<file path="src/rtl/mcycle_pkg.sv">
// Shared definitions for the multi-cycle multiply/divide unit: FSM state
// encoding, operation codes and the default operand width.
package mcycle_pkg;

    localparam int MCYCLE_WIDTH = 32;

    localparam logic OP_MUL = 1'b0;
    localparam logic OP_DIV = 1'b1;

    typedef enum logic [1:0] {
        ST_IDLE      = 2'd0,
        ST_COMPUTING = 2'd1,
        ST_DONE      = 2'd2
    } mcycle_state_e;

endpackage

</file>
<file path="src/rtl/mcycle_sign_fix.sv">
// Sign handling for the multi-cycle unit. Produces operand magnitudes for the
// unsigned iteration datapath and applies the sign correction to the raw
// iteration result. Divide-by-zero results are also formed here because they
// depend on the original (unsigned-converted) dividend.
module mcycle_sign_fix
    import mcycle_pkg::*;
#(
    parameter int WIDTH = MCYCLE_WIDTH
) (
    input  logic             i_signed,
    input  logic             i_op,
    input  logic [WIDTH-1:0] i_op1,
    input  logic [WIDTH-1:0] i_op2,
    input  logic [WIDTH-1:0] i_raw_lo,
    input  logic [WIDTH-1:0] i_raw_hi,
    output logic [WIDTH-1:0] o_abs1,
    output logic [WIDTH-1:0] o_abs2,
    output logic [WIDTH-1:0] o_res1,
    output logic [WIDTH-1:0] o_res2
);

    logic                 w_neg1;
    logic                 w_neg2;
    logic                 w_div_zero;
    logic [2*WIDTH-1:0]   w_prod;
    logic [2*WIDTH-1:0]   w_prod_neg;

    assign w_neg1     = i_signed & i_op1[WIDTH-1];
    assign w_neg2     = i_signed & i_op2[WIDTH-1];
    assign w_div_zero = (i_op2 == '0);

    // Magnitudes; the most-negative value maps to itself, which is the
    // correct unsigned magnitude.
    assign o_abs1 = w_neg1 ? -i_op1 : i_op1;
    assign o_abs2 = w_neg2 ? -i_op2 : i_op2;

    assign w_prod     = {i_raw_hi, i_raw_lo};
    assign w_prod_neg = -w_prod;

    // Result sign correction: product negated as a whole; quotient takes the
    // xor of operand signs, remainder takes the dividend sign.
    always_comb begin
        o_res1 = '0;
        o_res2 = '0;
        if (i_op == OP_MUL) begin
            {o_res2, o_res1} = (w_neg1 ^ w_neg2) ? w_prod_neg : w_prod;
        end else if (w_div_zero) begin
            o_res1 = '1;
            o_res2 = i_op1;
        end else begin
            o_res1 = (w_neg1 ^ w_neg2) ? -i_raw_lo : i_raw_lo;
            o_res2 = w_neg1 ? -i_raw_hi : i_raw_hi;
        end
    end

endmodule

</file>
<file path="src/rtl/mcycle_unit.sv">
// Multi-cycle multiply/divide unit. One shift-add (multiply) or restoring
// shift-subtract (divide) iteration per cycle, followed by one sign-fix cycle
// that writes the results and enters DONE.
// Optional feature: define MCYCLE_DIV_EN to include the divide datapath;
// without it a divide request completes immediately with zero results.
// Handshake: Start is a request sampled only in IDLE; Busy is high in the
// requesting cycle and throughout COMPUTING; Done pulses for one cycle.
module mcycle_unit
    import mcycle_pkg::*;
#(
    parameter int WIDTH = MCYCLE_WIDTH
) (
    input  logic              CLK,
    input  logic              RESET_N,
    input  logic              Start,
    input  logic              MCycleOp,
    input  logic              Signed,
    input  logic [WIDTH-1:0]  Operand1,
    input  logic [WIDTH-1:0]  Operand2,
    output logic [WIDTH-1:0]  Result1,
    output logic [WIDTH-1:0]  Result2,
    output logic              Busy,
    output logic              Done,
    output mcycle_state_e     o_dbg_state
);

    localparam int            CW        = $clog2(WIDTH + 1);
    localparam logic [CW-1:0] LAST_ITER = CW'(WIDTH);

    mcycle_state_e        r_state;
    mcycle_state_e        w_next_state;

    logic                 r_op;
    logic                 r_signed;
    logic [WIDTH-1:0]     r_op1;
    logic [WIDTH-1:0]     r_op2;
    logic [CW-1:0]        r_cnt;
    logic [2*WIDTH-1:0]   r_prod;
    logic [WIDTH-1:0]     r_res1;
    logic [WIDTH-1:0]     r_res2;

    logic [WIDTH-1:0]     w_abs1;
    logic [WIDTH-1:0]     w_abs2;
    logic [WIDTH-1:0]     w_fix_res1;
    logic [WIDTH-1:0]     w_fix_res2;
    logic [2*WIDTH-1:0]   w_cur;
    logic [WIDTH:0]       w_mul_sum;
    logic [2*WIDTH-1:0]   w_mul_next;
    logic [2*WIDTH-1:0]   w_iter_next;

    mcycle_sign_fix #(
        .WIDTH    (WIDTH)
    ) u_sign_fix (
        .i_signed (r_signed),
        .i_op     (r_op),
        .i_op1    (r_op1),
        .i_op2    (r_op2),
        .i_raw_lo (r_prod[WIDTH-1:0]),
        .i_raw_hi (r_prod[2*WIDTH-1:WIDTH]),
        .o_abs1   (w_abs1),
        .o_abs2   (w_abs2),
        .o_res1   (w_fix_res1),
        .o_res2   (w_fix_res2)
    );

    // Working register seed on the first iteration: upper half cleared,
    // lower half holds the multiplier (multiply) or dividend (divide).
    assign w_cur = (r_cnt == '0)
                 ? {{WIDTH{1'b0}}, ((r_op == OP_MUL) ? w_abs2 : w_abs1)}
                 : r_prod;

    // Shift-add: conditionally add multiplicand to the upper half, then
    // shift the whole register right, consuming one multiplier bit.
    assign w_mul_sum  = {1'b0, w_cur[2*WIDTH-1:WIDTH]}
                      + (w_cur[0] ? {1'b0, w_abs1} : {(WIDTH+1){1'b0}});
    assign w_mul_next = {w_mul_sum, w_cur[WIDTH-1:1]};

`ifdef MCYCLE_DIV_EN
    logic [WIDTH:0]       w_div_shift;
    logic [WIDTH-1:0]     w_div_diff;
    logic                 w_div_ge;
    logic [2*WIDTH-1:0]   w_div_next;

    // Restoring divide: upper half is the partial remainder, lower half
    // shifts out dividend bits and shifts in quotient bits.
    assign w_div_shift = {w_cur[2*WIDTH-1:WIDTH], w_cur[WIDTH-1]};
    assign w_div_ge    = (w_div_shift >= {1'b0, w_abs2});
    assign w_div_diff  = w_div_shift[WIDTH-1:0] - w_abs2;
    assign w_div_next  = w_div_ge
                       ? {w_div_diff, w_cur[WIDTH-2:0], 1'b1}
                       : {w_div_shift[WIDTH-1:0], w_cur[WIDTH-2:0], 1'b0};
    assign w_iter_next = (r_op == OP_DIV) ? w_div_next : w_mul_next;
`else
    assign w_iter_next = w_mul_next;
`endif

    // State register.
    always_ff @(posedge CLK or negedge RESET_N) begin
        if (!RESET_N) begin
            r_state <= ST_IDLE;
        end else begin
            r_state <= w_next_state;
        end
    end

    // Next-state logic; COMPUTING lasts WIDTH iterations plus the sign-fix cycle.
    always_comb begin
        w_next_state = r_state;
        case (r_state)
            ST_IDLE: begin
                if (Start) begin
`ifdef MCYCLE_DIV_EN
                    w_next_state = ST_COMPUTING;
`else
                    w_next_state = (MCycleOp == OP_DIV) ? ST_DONE : ST_COMPUTING;
`endif
                end
            end
            ST_COMPUTING: begin
                if (r_cnt == LAST_ITER) begin
                    w_next_state = ST_DONE;
                end
            end
            ST_DONE: begin
                w_next_state = ST_IDLE;
            end
            default: begin
                w_next_state = ST_IDLE;
            end
        endcase
    end

    // Outputs: Busy stalls the requesting cycle too, Done is the DONE state.
    always_comb begin
        Busy = ((r_state == ST_IDLE) && Start) || (r_state == ST_COMPUTING);
        Done = (r_state == ST_DONE);
    end

    // Datapath: latch request, iterate, then write sign-corrected results.
    always_ff @(posedge CLK or negedge RESET_N) begin
        if (!RESET_N) begin
            r_op     <= 1'b0;
            r_signed <= 1'b0;
            r_op1    <= '0;
            r_op2    <= '0;
            r_cnt    <= '0;
            r_prod   <= '0;
            r_res1   <= '0;
            r_res2   <= '0;
        end else begin
            case (r_state)
                ST_IDLE: begin
                    if (Start) begin
                        r_op     <= MCycleOp;
                        r_signed <= Signed;
                        r_op1    <= Operand1;
                        r_op2    <= Operand2;
                        r_cnt    <= '0;
`ifndef MCYCLE_DIV_EN
                        if (MCycleOp == OP_DIV) begin
                            r_res1 <= '0;
                            r_res2 <= '0;
                        end
`endif
                    end
                end
                ST_COMPUTING: begin
                    if (r_cnt != LAST_ITER) begin
                        r_prod <= w_iter_next;
                        r_cnt  <= r_cnt + 1'b1;
                    end else begin
                        r_res1 <= w_fix_res1;
                        r_res2 <= w_fix_res2;
                    end
                end
                default: begin
                end
            endcase
        end
    end

    assign Result1     = r_res1;
    assign Result2     = r_res2;
    assign o_dbg_state = r_state;

endmodule

</file>
<file path="config.mk">
export PLATFORM = sky130hd
export DESIGN_NAME = mcycle_unit
export DESIGN_NICKNAME = d
export VERILOG_FILES = /design/src/rtl/mcycle_pkg.sv /design/src/rtl/mcycle_sign_fix.sv /design/src/rtl/mcycle_unit.sv
export SDC_FILE = /design/constraint.sdc
export NUM_CORES = 1
export LEC_CHECK = 0
export BUFFER_PORTS_ARGS = -buffer_cell sky130_fd_sc_hd__buf_4
export CAP_MARGIN = 20
export CORE_ASPECT_RATIO = 0.75
export CORE_MARGIN = 2
export CORE_UTILIZATION = 55
export CTS_BUF_LIST = sky130_fd_sc_hd__clkbuf_2 sky130_fd_sc_hd__clkbuf_4 sky130_fd_sc_hd__clkbuf_8
export DETAILED_ROUTE_END_ITERATION = 12
export GPL_ROUTABILITY_DRIVEN = 1
export PLACE_DENSITY_LB_ADDON = 0.25
export SLEW_MARGIN = 20
export SYNTH_ARGS = -nofsm -noshare
export SYNTH_HDL_FRONTEND = slang
export SYNTH_HIERARCHICAL = 1
export SYNTH_SLANG_ARGS = --single-unit
export TNS_END_PERCENT = 10
</file>
<file path="constraint.sdc">
create_clock -name CLK -period 5.53 [get_ports CLK]
set_input_delay 0.553 -clock CLK [delete_from_list [all_inputs] [get_ports CLK]]
set_output_delay 0.553 -clock CLK [all_outputs]
set_load 0.01 [all_outputs]
</file>
==> impl_metrics.json <==
{
  "portBuffers": 136,
  "cts_resized": 0,
  "required_ps": 5950,
  "synth_top_area_share_pct": 34.3,
  "seqCellArea_um2": 5060,
  "ioPinCount": 137,
  "dp_cells": 2206,
  "cts.sinks": 202,
  "arrival_ps": 5210,
  "clockPowerShare_pct": 14.1,
  "setup_viol": 0,
  "preCtsSetupSlack_ps": 930,
  "synth.most_common_cell": "nand2_1",
  "initial_core_util_pct": 56.3,
  "slew_headroom_pct": 22.8,
  "fp-row-count": 51,
  "power_frac_comb_pct": 57.8,
  "hpwl_mm": 39.1,
  "swShare_pct": 51.7,
  "finish.utilization_pct": 63.7,
  "hold_viol": 0,
  "clk_latency_ps": 570,
  "htree_levels": 2,
  "max_cap_viol_count": 0,
  "hold_class": "in -> async",
  "ys.warnings.count": 6,
  "drtIter0Drc": 2078,
  "grt_overflow": 0,
  "wl_per_cell_um": 23.0,
  "synth_nets": 1931,
  "rr_endpoint": "r_prod[60]",
  "synth.area.top_cells": "dfrtp_1 (34%), nand2_1 (8.5%), a22o_1 (4.0%)",
  "clk_pin_slew_worst_paths_ps": 60,
  "area_delta_synth_final_pct": 13.1,
  "drv_slew": 0,
  "p_int_uw": 5050,
  "vias_per_cell": 6.53,
  "syn_inst": 1823,
  "pwr_density_cell_nw_per_um2": 628,
  "vias": 14776,
  "cts_buffer_depth": 3,
  "nets": 2006,
  "ys_types": 81,
  "drt_pass1_iterations": 6,
  "fillers": 2310,
  "synth_edf_count": 0,
  "grt_use_total_pct": 36.9,
  "cts-hold-fix-buffers": 0,
  "gp_congestion": 1.03,
  "fp.dieW_um": 193,
  "cts_tree": "done",
  "grt_setup_unrepaired": "no",
  "numCtsBuffers": 34,
  "ant_nets": 0,
  "routed_wl_mm": 52.0,
  "grt_max_degree": 115,
  "cp-endpoint": "r_prod[60]",
  "antenna_found_initial": 1,
  "skew_ps": 51.4,
  "coreArea_um2": 26200,
  "finalCritPeriodShare_pct": 86.5,
  "synth_seq_cells": 202,
  "finalSetupTns_ps": 0,
  "fmax_mhz": 209,
  "grt_pass1_wl_mm": 79.2,
  "drc": 0,
  "synth_top_area_cell": "dfrtp_1",
  "tightest_slew_ps": 1150,
  "endpoint_kind": "flop",
  "worst-setup-path-type": "reg -> reg",
  "setup_slack_ps": 745,
  "die_area_um2": 28100,
  "syn_area_per_cell_um2": 8.08,
  "num_antenna_cells": 0,
  "ctsRootBufferMaster": "clkbuf_8",
  "grt_pass1_vias": 13242,
  "crit_start": "r_op1[13]",
  "cp_max_fo": 7,
  "fin_crit_ps": 4790,
  "final_cells": 2264,
  "syn-cell-area_um2": 14700,
  "post-cts-setup-buffers": 0,
  "async_flop_share_pct": 100,
  "final_layout_size_suffix_gt1_share_pct": 14.8,
  "synthFlopType": "dfrtp_1",
  "critPathLaunchType": "flop",
  "ys_seq_area_share_pct": 34.3,
  "netSwitchingPower_uw": 5410,
  "reg2regPathDepth": 15,
  "synth_common_cells": "nand2_1 (334), dfrtp_1 (202), nor2_1 (149)",
  "p_leak_uw": 0.00776,
  "multi_input_area_um2": 9110,
  "status": "finished, final reports clean",
  "die_h_um": 146,
  "seqPwrFrac_pct": 28.1,
  "ir_drop_uv": 531,
  "reg2reg_from": "r_op1[13]",
  "r2r_setup_slack_ps": 740
}
-- layout make-up --
cell class              instances  area share, %
multi-input cells            1470           54.7
flip-flops and latches        202           30.3
repair buffers                162           7.34
clock buffers                  53           4.00
well taps                     344           2.58
inverters                      28          0.631
clock inverters                 5          0.451
-- sequential cells by signal, indices dropped and copies added, names as in the netlist --
signal	count
r_cnt	6
r_op2	32
Result1	32
r_signed	1
r_op	1
r_op1	32
o_dbg_state	2
Result2	32
r_prod	64
-- how the worst min path moves through the flow --
stage	start	to	slack, ps	cells past startpoint
3_5_place_dp	Result1[15]	Result1[15]	490	1
6_report	RESET_N	Result2[16]	30	1
5_1_grt	RESET_N	Result2[22]	150	1
2_1_floorplan	RESET_N	Result1[0]	260	0
4_1_cts	RESET_N	Result2[22]	120	1
3_3_place_gp	r_op2[16]	r_op2[16]	490	2
-- worst max-delay path, cell delays in order (launching register included) --
cell and delay [ps]:
dfrtp_1 430, or4_1 600, nor4_1 310, nor3b_1 400
nand2_1 280, o21ai_0 290, xnor2_1 130, nor2b_1 160
ha_1 420, and2_1 220, and3_1 220, a211oi_1 320
nand2_1 100, a211oi_1 480, or3_1 180, o2111ai_1 110
-- through the flow --
stage	instance area (um^2)	power [uW]	hold WS [ps]
after floorplan	14700	6830	257
after global placement	15900	8630	485
after detailed placement	15900	8710	494
after CTS	16700	10200	122
after global routing	16700	11100	149
final	16700	10500	25.3
-- power by group through the flow --
stage               sequential, uW  clock, uW  combinational (uW)
CTS                           2870       1500                5850
detailed placement            2900          0                5810
global route                  2990       1570                6520
floorplan                     2430          0                4400
global placement              2870          0                5760
finish                        2940       1480                6050
-- metal layers --
layer,part of all wire (%),global-route usage [%]
met1,46,58.5
met2,38,47.9
met5,0.025,0
met3,13,10.9
met4,2.8,9.36
-- kinds of logic (layout without fill, tap and decap cells) --
family | count (synthesis) | count (layout) | synth area share [%]
simple gates | 776 | 776 | 24.9
compound gates | 481 | 481 | 22.2
flops | 202 | 202 | 34.3
buf+inv | 151 | 248 | 4.13
xor+xnor | 125 | 125 | 7.43
mux | 49 | 49 | 3.62
fa+ha+maj | 39 | 39 | 3.36
-- placed cells by master (no fill, tap or decap), drive strengths merged, types with 12 or more instances in the layout --
cell type	netlist	routed
clkbuf	93	54
mux2	34	34
o22ai	36	36
a21o	32	32
nor2b	43	43
nand3	23	23
nor4	24	24
nor2	149	149
a22o	67	67
a31oi	27	27
xor2	59	59
o31ai	22	22
nand2	334	334
xnor2	66	66
inv	28	28
o41ai	12	12
mux2i	15	15
nand4	26	26
buf	30	161
ha	38	38
or4	13	13
nor3	44	44
a21oi	110	110
or3	21	21
dfrtp	202	202
a211oi	19	19
and2	47	47
o21ai	85	85
(Power assumes the default switching activity.)
